<file path="config.mk">
export PLATFORM = sky130hd
export DESIGN_NAME = facq_prn_gen_nco_flat
export DESIGN_NICKNAME = d
export VERILOG_FILES = /design/src/rtl/facq_prn_gen_nco_if.sv /design/src/rtl/facq_prn_gen_nco.sv /design/src/flat_wrapper.sv
export SDC_FILE = /design/constraint.sdc
export NUM_CORES = 1
export LEC_CHECK = 0
export ABC_CLOCK_PERIOD_IN_PS = 4400
export BUFFER_PORTS_ARGS = -buffer_cell sky130_fd_sc_hd__buf_2
export CORE_ASPECT_RATIO = 0.5
export CORE_UTILIZATION = 40
export CTS_CLUSTER_DIAMETER = 60
export DETAILED_ROUTE_END_ITERATION = 7
export PLACE_DENSITY = 0.67
export REMOVE_ABC_BUFFERS = 1
export SETUP_SLACK_MARGIN = 0.05
export SLEW_MARGIN = 10
export SYNTH_ARGS = -nofsm -noshare
export SYNTH_HDL_FRONTEND = slang
export SYNTH_SLANG_ARGS = --single-unit
export TNS_END_PERCENT = 5
</file>
<file path="constraint.sdc">
create_clock -name clk -period 4.4 [get_ports clk]
set_input_delay 0.22 -clock clk [delete_from_list [all_inputs] [get_ports clk]]
set_output_delay 0.22 -clock clk [all_outputs]
set_load 0.01 [all_outputs]
</file>
<file path="src/rtl/facq_prn_gen_nco_if.sv">
// Code-phase slew request channel: the master asks the generator to advance
// the code by slew_chips chips and holds the request until slew_ready.
interface facq_prn_gen_nco_if #(
   parameter int CNTR_SIZE = 14
);
   logic                 slew_valid;
   logic                 slew_ready;
   logic [CNTR_SIZE-1:0] slew_chips;

   modport master (output slew_valid, output slew_chips, input slew_ready);
   modport slave  (input slew_valid, input slew_chips, output slew_ready);
endinterface

</file>
<file path="src/rtl/facq_prn_gen_nco.sv">
// PRN chip generator for fast acquisition: two Fibonacci LFSRs paced by a
// fractional chip-rate NCO, with overlay code, L5 short reset and code slew.
module facq_prn_gen_nco #(
   parameter int              PRN_SIZE   = 14,
   parameter int              CNTR_SIZE  = 14,
   parameter int              OVL_LEN    = 20,
   parameter int              OVL_W      = 5,
   parameter int              NCO_W      = 24,
   parameter int              L5_W       = 13,
   parameter logic [L5_W-1:0] L5_PATTERN = 13'h1FFD
) (
   input  logic                 clk,
   input  logic                 reset,
   input  logic                 do_init,
   input  logic                 en,
   input  logic [NCO_W:0]       rate_inc,
   input  logic [PRN_SIZE-1:0]  code_state1,
   input  logic [PRN_SIZE-1:0]  code_reset_state1,
   input  logic [PRN_SIZE-1:0]  code_bitmask1,
   input  logic [PRN_SIZE-1:0]  code_out_bitmask1,
   input  logic [PRN_SIZE-1:0]  code_state2,
   input  logic [PRN_SIZE-1:0]  code_reset_state2,
   input  logic [PRN_SIZE-1:0]  code_bitmask2,
   input  logic [PRN_SIZE-1:0]  code_out_bitmask2,
   input  logic [CNTR_SIZE-1:0] prn_length,
   input  logic [CNTR_SIZE-1:0] prn_init,
   input  logic                 gps_l5_reset_en,
   input  logic                 single_sr,
   input  logic [OVL_LEN-1:0]   ovl,
   input  logic [OVL_W-1:0]     ovl_length,
   input  logic [OVL_W-1:0]     ovl_init,
   facq_prn_gen_nco_if.slave    slew,
   output logic                 chip_out,
   output logic                 chip_valid,
   output logic                 epoch,
   output logic [PRN_SIZE-1:0]  sr1,
   output logic [PRN_SIZE-1:0]  sr2,
   output logic [CNTR_SIZE-1:0] prn_counter,
   output logic [OVL_W-1:0]     ovl_cntr
);

   typedef enum logic {IDLE, SLEW} state_t;

   localparam logic [NCO_W:0] ONE_CHIP = {1'b1, {NCO_W{1'b0}}};

   state_t               state, state_nxt;
   logic [NCO_W-1:0]     acc;
   logic [NCO_W:0]       rate_sat, acc_sum;
   logic [CNTR_SIZE-1:0] rem, rem_nxt;
   logic                 nco_shift, do_shift, wrap, x2, fb1, fb2, l5_hit, ovl_wrap;

   // Rates above one chip per clock saturate so the carry never skips a chip.
   assign rate_sat  = (rate_inc > ONE_CHIP) ? ONE_CHIP : rate_inc;
   assign acc_sum   = {1'b0, acc} + rate_sat;
   assign nco_shift = (state == IDLE) && en && acc_sum[NCO_W];
   assign do_shift  = nco_shift || (state == SLEW);

   assign slew.slew_ready = (state == IDLE) && !do_init && !reset;

   assign wrap     = (prn_counter == prn_length);
   assign x2       = ^(code_bitmask2 & sr2);
   assign fb1      = (^(code_bitmask1 & sr1)) ^ (single_sr & x2);
   assign fb2      = single_sr ? sr1[PRN_SIZE-1] : x2;
   assign l5_hit   = gps_l5_reset_en && (sr1[L5_W-1:0] == L5_PATTERN);
   assign ovl_wrap = (ovl_cntr == ovl_length) || (ovl_cntr == OVL_W'(OVL_LEN-1));

   assign chip_out = (^(code_out_bitmask1 & sr1)) ^ (^(code_out_bitmask2 & sr2)) ^ ovl[ovl_cntr];

   always_comb begin
      state_nxt = state;
      rem_nxt   = rem;
      case (state)
         IDLE: if (slew.slew_valid && slew.slew_ready && (slew.slew_chips != '0)) begin
            state_nxt = SLEW;
            rem_nxt   = slew.slew_chips;
         end
         SLEW: begin
            rem_nxt = rem - CNTR_SIZE'(1);
            if (rem == CNTR_SIZE'(1)) state_nxt = IDLE;
         end
         default: state_nxt = IDLE;
      endcase
   end

   always_ff @(posedge clk) begin
      if (reset) begin
         state       <= IDLE;
         acc         <= '0;
         rem         <= '0;
         sr1         <= '0;
         sr2         <= '0;
         prn_counter <= '0;
         ovl_cntr    <= '0;
         chip_valid  <= 1'b0;
         epoch       <= 1'b0;
      end else if (do_init) begin
         state       <= IDLE;
         acc         <= '0;
         rem         <= '0;
         sr1         <= code_state1;
         sr2         <= code_state2;
         prn_counter <= prn_init;
         ovl_cntr    <= ovl_init;
         chip_valid  <= 1'b0;
         epoch       <= 1'b0;
      end else begin
         state <= state_nxt;
         rem   <= rem_nxt;
         // Accumulator is frozen while slewing so the chip phase resumes cleanly.
         if (state == IDLE && en) acc <= acc_sum[NCO_W-1:0];
         chip_valid <= nco_shift;
         epoch      <= nco_shift && wrap;
         if (do_shift) begin
            prn_counter <= wrap ? '0 : prn_counter + CNTR_SIZE'(1);
            if (wrap || l5_hit) sr1 <= code_reset_state1;
            else                sr1 <= {sr1[PRN_SIZE-2:0], fb1};
            sr2 <= wrap ? code_reset_state2 : {sr2[PRN_SIZE-2:0], fb2};
            if (wrap) ovl_cntr <= ovl_wrap ? '0 : ovl_cntr + OVL_W'(1);
         end
      end
   end

endmodule

</file>
<file path="src/flat_wrapper.sv">
// flat-port wrapper written by rule: the top's interface ports become plain ports
module facq_prn_gen_nco_flat 
#(
   parameter int              PRN_SIZE   = 14,
   parameter int              CNTR_SIZE  = 14,
   parameter int              OVL_LEN    = 20,
   parameter int              OVL_W      = 5,
   parameter int              NCO_W      = 24,
   parameter int              L5_W       = 13,
   parameter logic [L5_W-1:0] L5_PATTERN = 13'h1FFD
)
  (clk, reset, do_init, en, rate_inc, code_state1, code_reset_state1, code_bitmask1, code_out_bitmask1, code_state2, code_reset_state2, code_bitmask2, code_out_bitmask2, prn_length, prn_init, gps_l5_reset_en, single_sr, ovl, ovl_length, ovl_init, chip_out, chip_valid, epoch, sr1, sr2, prn_counter, ovl_cntr, slew_slew_valid, slew_slew_chips, slew_slew_ready);
  facq_prn_gen_nco_if #(.CNTR_SIZE(CNTR_SIZE)) slew_i ();
  input  logic clk;
  input  logic reset;
  input  logic do_init;
  input  logic en;
  input  logic [NCO_W:0] rate_inc;
  input  logic [PRN_SIZE-1:0] code_state1;
  input  logic [PRN_SIZE-1:0] code_reset_state1;
  input  logic [PRN_SIZE-1:0] code_bitmask1;
  input  logic [PRN_SIZE-1:0] code_out_bitmask1;
  input  logic [PRN_SIZE-1:0] code_state2;
  input  logic [PRN_SIZE-1:0] code_reset_state2;
  input  logic [PRN_SIZE-1:0] code_bitmask2;
  input  logic [PRN_SIZE-1:0] code_out_bitmask2;
  input  logic [CNTR_SIZE-1:0] prn_length;
  input  logic [CNTR_SIZE-1:0] prn_init;
  input  logic gps_l5_reset_en;
  input  logic single_sr;
  input  logic [OVL_LEN-1:0] ovl;
  input  logic [OVL_W-1:0] ovl_length;
  input  logic [OVL_W-1:0] ovl_init;
  output logic chip_out;
  output logic chip_valid;
  output logic epoch;
  output logic [PRN_SIZE-1:0] sr1;
  output logic [PRN_SIZE-1:0] sr2;
  output logic [CNTR_SIZE-1:0] prn_counter;
  output logic [OVL_W-1:0] ovl_cntr;
  input wire logic [$bits(slew_i.slew_valid)-1:0] slew_slew_valid;
  input wire logic [$bits(slew_i.slew_chips)-1:0] slew_slew_chips;
  output wire logic [$bits(slew_i.slew_ready)-1:0] slew_slew_ready;
  assign slew_i.slew_valid = slew_slew_valid;
  assign slew_i.slew_chips = slew_slew_chips;
  assign slew_slew_ready = slew_i.slew_ready;
  facq_prn_gen_nco #(.PRN_SIZE(PRN_SIZE), .CNTR_SIZE(CNTR_SIZE), .OVL_LEN(OVL_LEN), .OVL_W(OVL_W), .NCO_W(NCO_W), .L5_W(L5_W), .L5_PATTERN(L5_PATTERN)) u_core (.clk(clk), .reset(reset), .do_init(do_init), .en(en), .rate_inc(rate_inc), .code_state1(code_state1), .code_reset_state1(code_reset_state1), .code_bitmask1(code_bitmask1), .code_out_bitmask1(code_out_bitmask1), .code_state2(code_state2), .code_reset_state2(code_reset_state2), .code_bitmask2(code_bitmask2), .code_out_bitmask2(code_out_bitmask2), .prn_length(prn_length), .prn_init(prn_init), .gps_l5_reset_en(gps_l5_reset_en), .single_sr(single_sr), .ovl(ovl), .ovl_length(ovl_length), .ovl_init(ovl_init), .slew(slew_i), .chip_out(chip_out), .chip_valid(chip_valid), .epoch(epoch), .sr1(sr1), .sr2(sr2), .prn_counter(prn_counter), .ovl_cntr(ovl_cntr));
endmodule
</file>
==> reports/qor.yml <==
outcome:
  status: "finished, final reports clean"
grt:
  grt_max_degree: 53
  antenna_found_initial: 1
  grt_pass1_wl_um: 37400
  grt_overflow: 0
  grt_pass1_vias: 7513
  grt_usage: 0.246
sta:
  finalCritPeriodShare: 0.882
  setup_ws_ps: 521
  rsz0062_at_grt: "false"
  worstMarginPinSlew_ps: 1180
  hold_slack_ps: 167
  slew_headroom: 0.213
  hold_viol_final: 0
  fin_tns_setup_ps: 0
  finalMaxSlewViolations: 0
  fin_worst_skew_ps: 16.4
  fmax_mhz: 258
  setup-violations-final: 0
  fin_crit_ps: 3880
drt:
  num_vias: 7907
  drt_iter0_drc: 565
  ant_nets: 0
  wl_um: 23800
  dr.pass1.iters: 5
  wl_per_cell_um: 16.9
  drc_errors: 0
  viasPerCell: 5.61
synth:
  synth_edf_count: 0
  ys_warn_count: 0
  synth-async-reset-ratio: 0
  ys.flop_type: "dfxtp_1"
  ys_seq_area_frac: 0.243
  syn_avg_cell_area_um2: 7.69
  syn_area_um2: 7240
  yosysTopAreaCell: "dfxtp_1"
  synth_area_leaders: "dfxtp_1 (24%), xnor2_1 (7.9%), nand2_1 (7.8%)"
  synthTopCellsByCount: "nand2_1 (150), dfxtp_1 (88), a21oi_1 (84), xnor2_1 (65), nor2_1 (51)"
  yosysMostFrequentCell: "nand2_1"
  ys_types: 76
  syn_inst: 941
  ys_ff_latch: 88
  yosysTopAreaCellShare: 0.243
hold_path:
  hp-start: "slew_slew_chips[6]"
  hold_path.class: "in -> reg"
clock_network:
  cts_sinks: 88
  cts_hold_buffers: 0
  cts_setup_buffers: 0
  htreeDepth: 3
  cts_tree: "done"
  cts_buffer_depth: 2
  clkTransAtPathRegs_ps: 70
  insertion_delay_ps: 340
  cts-buffers-inserted: 9
  clockRootBuffer: "clkbuf_16"
  cts_resized: 0
cells_and_area:
  utilization: 0.516
  nFillCells: 1775
  area_delta_synth_final_pct: 24.9
  regArea_um2: 1760
  fin_nets: 1414
  multi_input_area_um2: 5140
  drive_gt1_frac: 0.282
worst_setup_path:
  crit_path_start_kind: "primary input"
  arrival_ps: 4140
  crit_type: "in -> reg"
  crit_fanout: 27
  critPathLaunch: "rate_inc[10]"
  crit-reg2reg-launch: "u_core.acc[0]$_SDFFE_PP0P_"
  cp-end-kind: "register"
  worstPathRequired_ps: 4660
place:
  dp.final_hpwl_um: 17800
  portBuffers: 266
  place_ws_ps: 208
  globalplace.congestion: 0.944
floorplanning:
  die_h_um: 97.1
  start_util: 0.413
  rows: 34
  die_w_um: 192
  die-area_um2: 18700
  ioPinCount: 267
  core-area_um2: 17500
power_and_ir_drop:
  p_leak_nw: 3.83
  power_density_nw_per_um2: 279
  ir_drop_mv: 0.193
job:
  drv_cap: 0
## layout by cell type, fill, tap and decap left out, types with 4 or more instances in the layout
cell type,n
a21o_1,12
mux2i_1,29
inv_1,28
xnor3_1,4
nand2_1,150
o221ai_1,15
a21oi_1,84
o211a_1,4
o211ai_1,12
a211oi_1,6
a31oi_1,12
nor2b_1,12
o21bai_1,6
nand3_1,42
o32ai_2,6
buf_4,7
a221o_1,4
xnor2_1,65
a211oi_2,6
or4_1,5
o21ai_0,35
and3_1,13
and2_1,21
dfxtp_1,88
a21oi_2,6
nor3_1,12
clkbuf_16,9
nor2_1,50
xor2_1,13
a32o_1,5
nand4_1,13
buf_2,266
or2_2,4
o32ai_1,4
ha_1,28
mux4_2,6
o21ai_1,16
nor4_1,16
## power by group
| group | internal [mW] | leakage [nW] | switching [mW] |
|---|---|---|---|
| Clock | 0.554 | 0.162 | 0.335 |
| Combinational | 0.339 | 2.95 | 0.381 |
| Sequential | 0.842 | 0.720 | 0.0749 |
## final cells by class
class                           instances  area share
Inverter                               28      0.0116
Multi-Input combinational cell        768       0.568
Clock inverter                          6      0.0119
Clock buffer                           10      0.0253
Sequential cell                        88       0.195
Antenna cell                            1    0.000277
Tap cell                              234      0.0324
Timing Repair Buffer                  274       0.155
## routing by layer
metal / vias to the layer above / part of all wire / GRT usage
li1: 3877 / - / -
met1: 3751 / 0.46 / 0.328
met2: 240 / 0.47 / 0.413
met3: 39 / 0.050 / 0.0293
met4: 0 / 0.020 / 0.0769
met5: - / 0 / 0
## registers in the layout, summed over array words and instances, names as in the netlist
name and cells:
u_core.rem 14, u_core.state 1, u_core.acc 24, u_core.ovl_cntr 5, u_core.sr2 14, u_core.epoch 1
u_core.sr1 14, u_core.chip_valid 1, u_core.prn_counter 14
## kinds of logic (layout without fill, tap and decap cells)
group	Yosys count	in the layout	share of synthesized area
muxes	35	35	0.0588
adders and majority gates	29	29	0.0512
other	0	1	0
and+or+nand+nor	357	357	0.236
buffers and inverters	85	318	0.0500
DFF	88	88	0.243
xor gates and xnor gates	82	82	0.107
AOI/OAI and AO/OA	265	265	0.254
## worst max-delay path, stage by stage
cell	delay, ps
buf_2	100
nor4_1	340
nand4_1	160
o21ai_0	210
buf_4	200
and2_1	180
fa_1	240
a211o_1	210
a211oi_2	110
or3_4	420
a31o_1	240
a211oi_2	380
o31a_2	390
buf_4	370
o221ai_1	150
a21oi_1	200
## final timing paths
check / endpoint / slack [ps] / cells after the start
hold / removal: u_core.rem[6]$_SDFFE_PP0P_ / 170 / 3
hold reg to reg: u_core.acc[11]$_SDFFE_PP0P_ / 460 / 2
setup / recovery: u_core.sr1[0]$_SDFFE_PP0P_ / 520 / 16
setup reg to reg: u_core.sr1[0]$_SDFFE_PP0P_ / 950 / 11
## metrics by stage
stage                     total power [mW]  area [µm²]  cells
after detailed placement              1.65        8700   1392
final                                 2.53        9040   1409
after floorplan                       1.35        6980    884
after global routing                  2.65        9040   1409
after global placement                1.64        8700   1392
after CTS                             2.54        9040   1408
(Power assumes the default switching activity.)
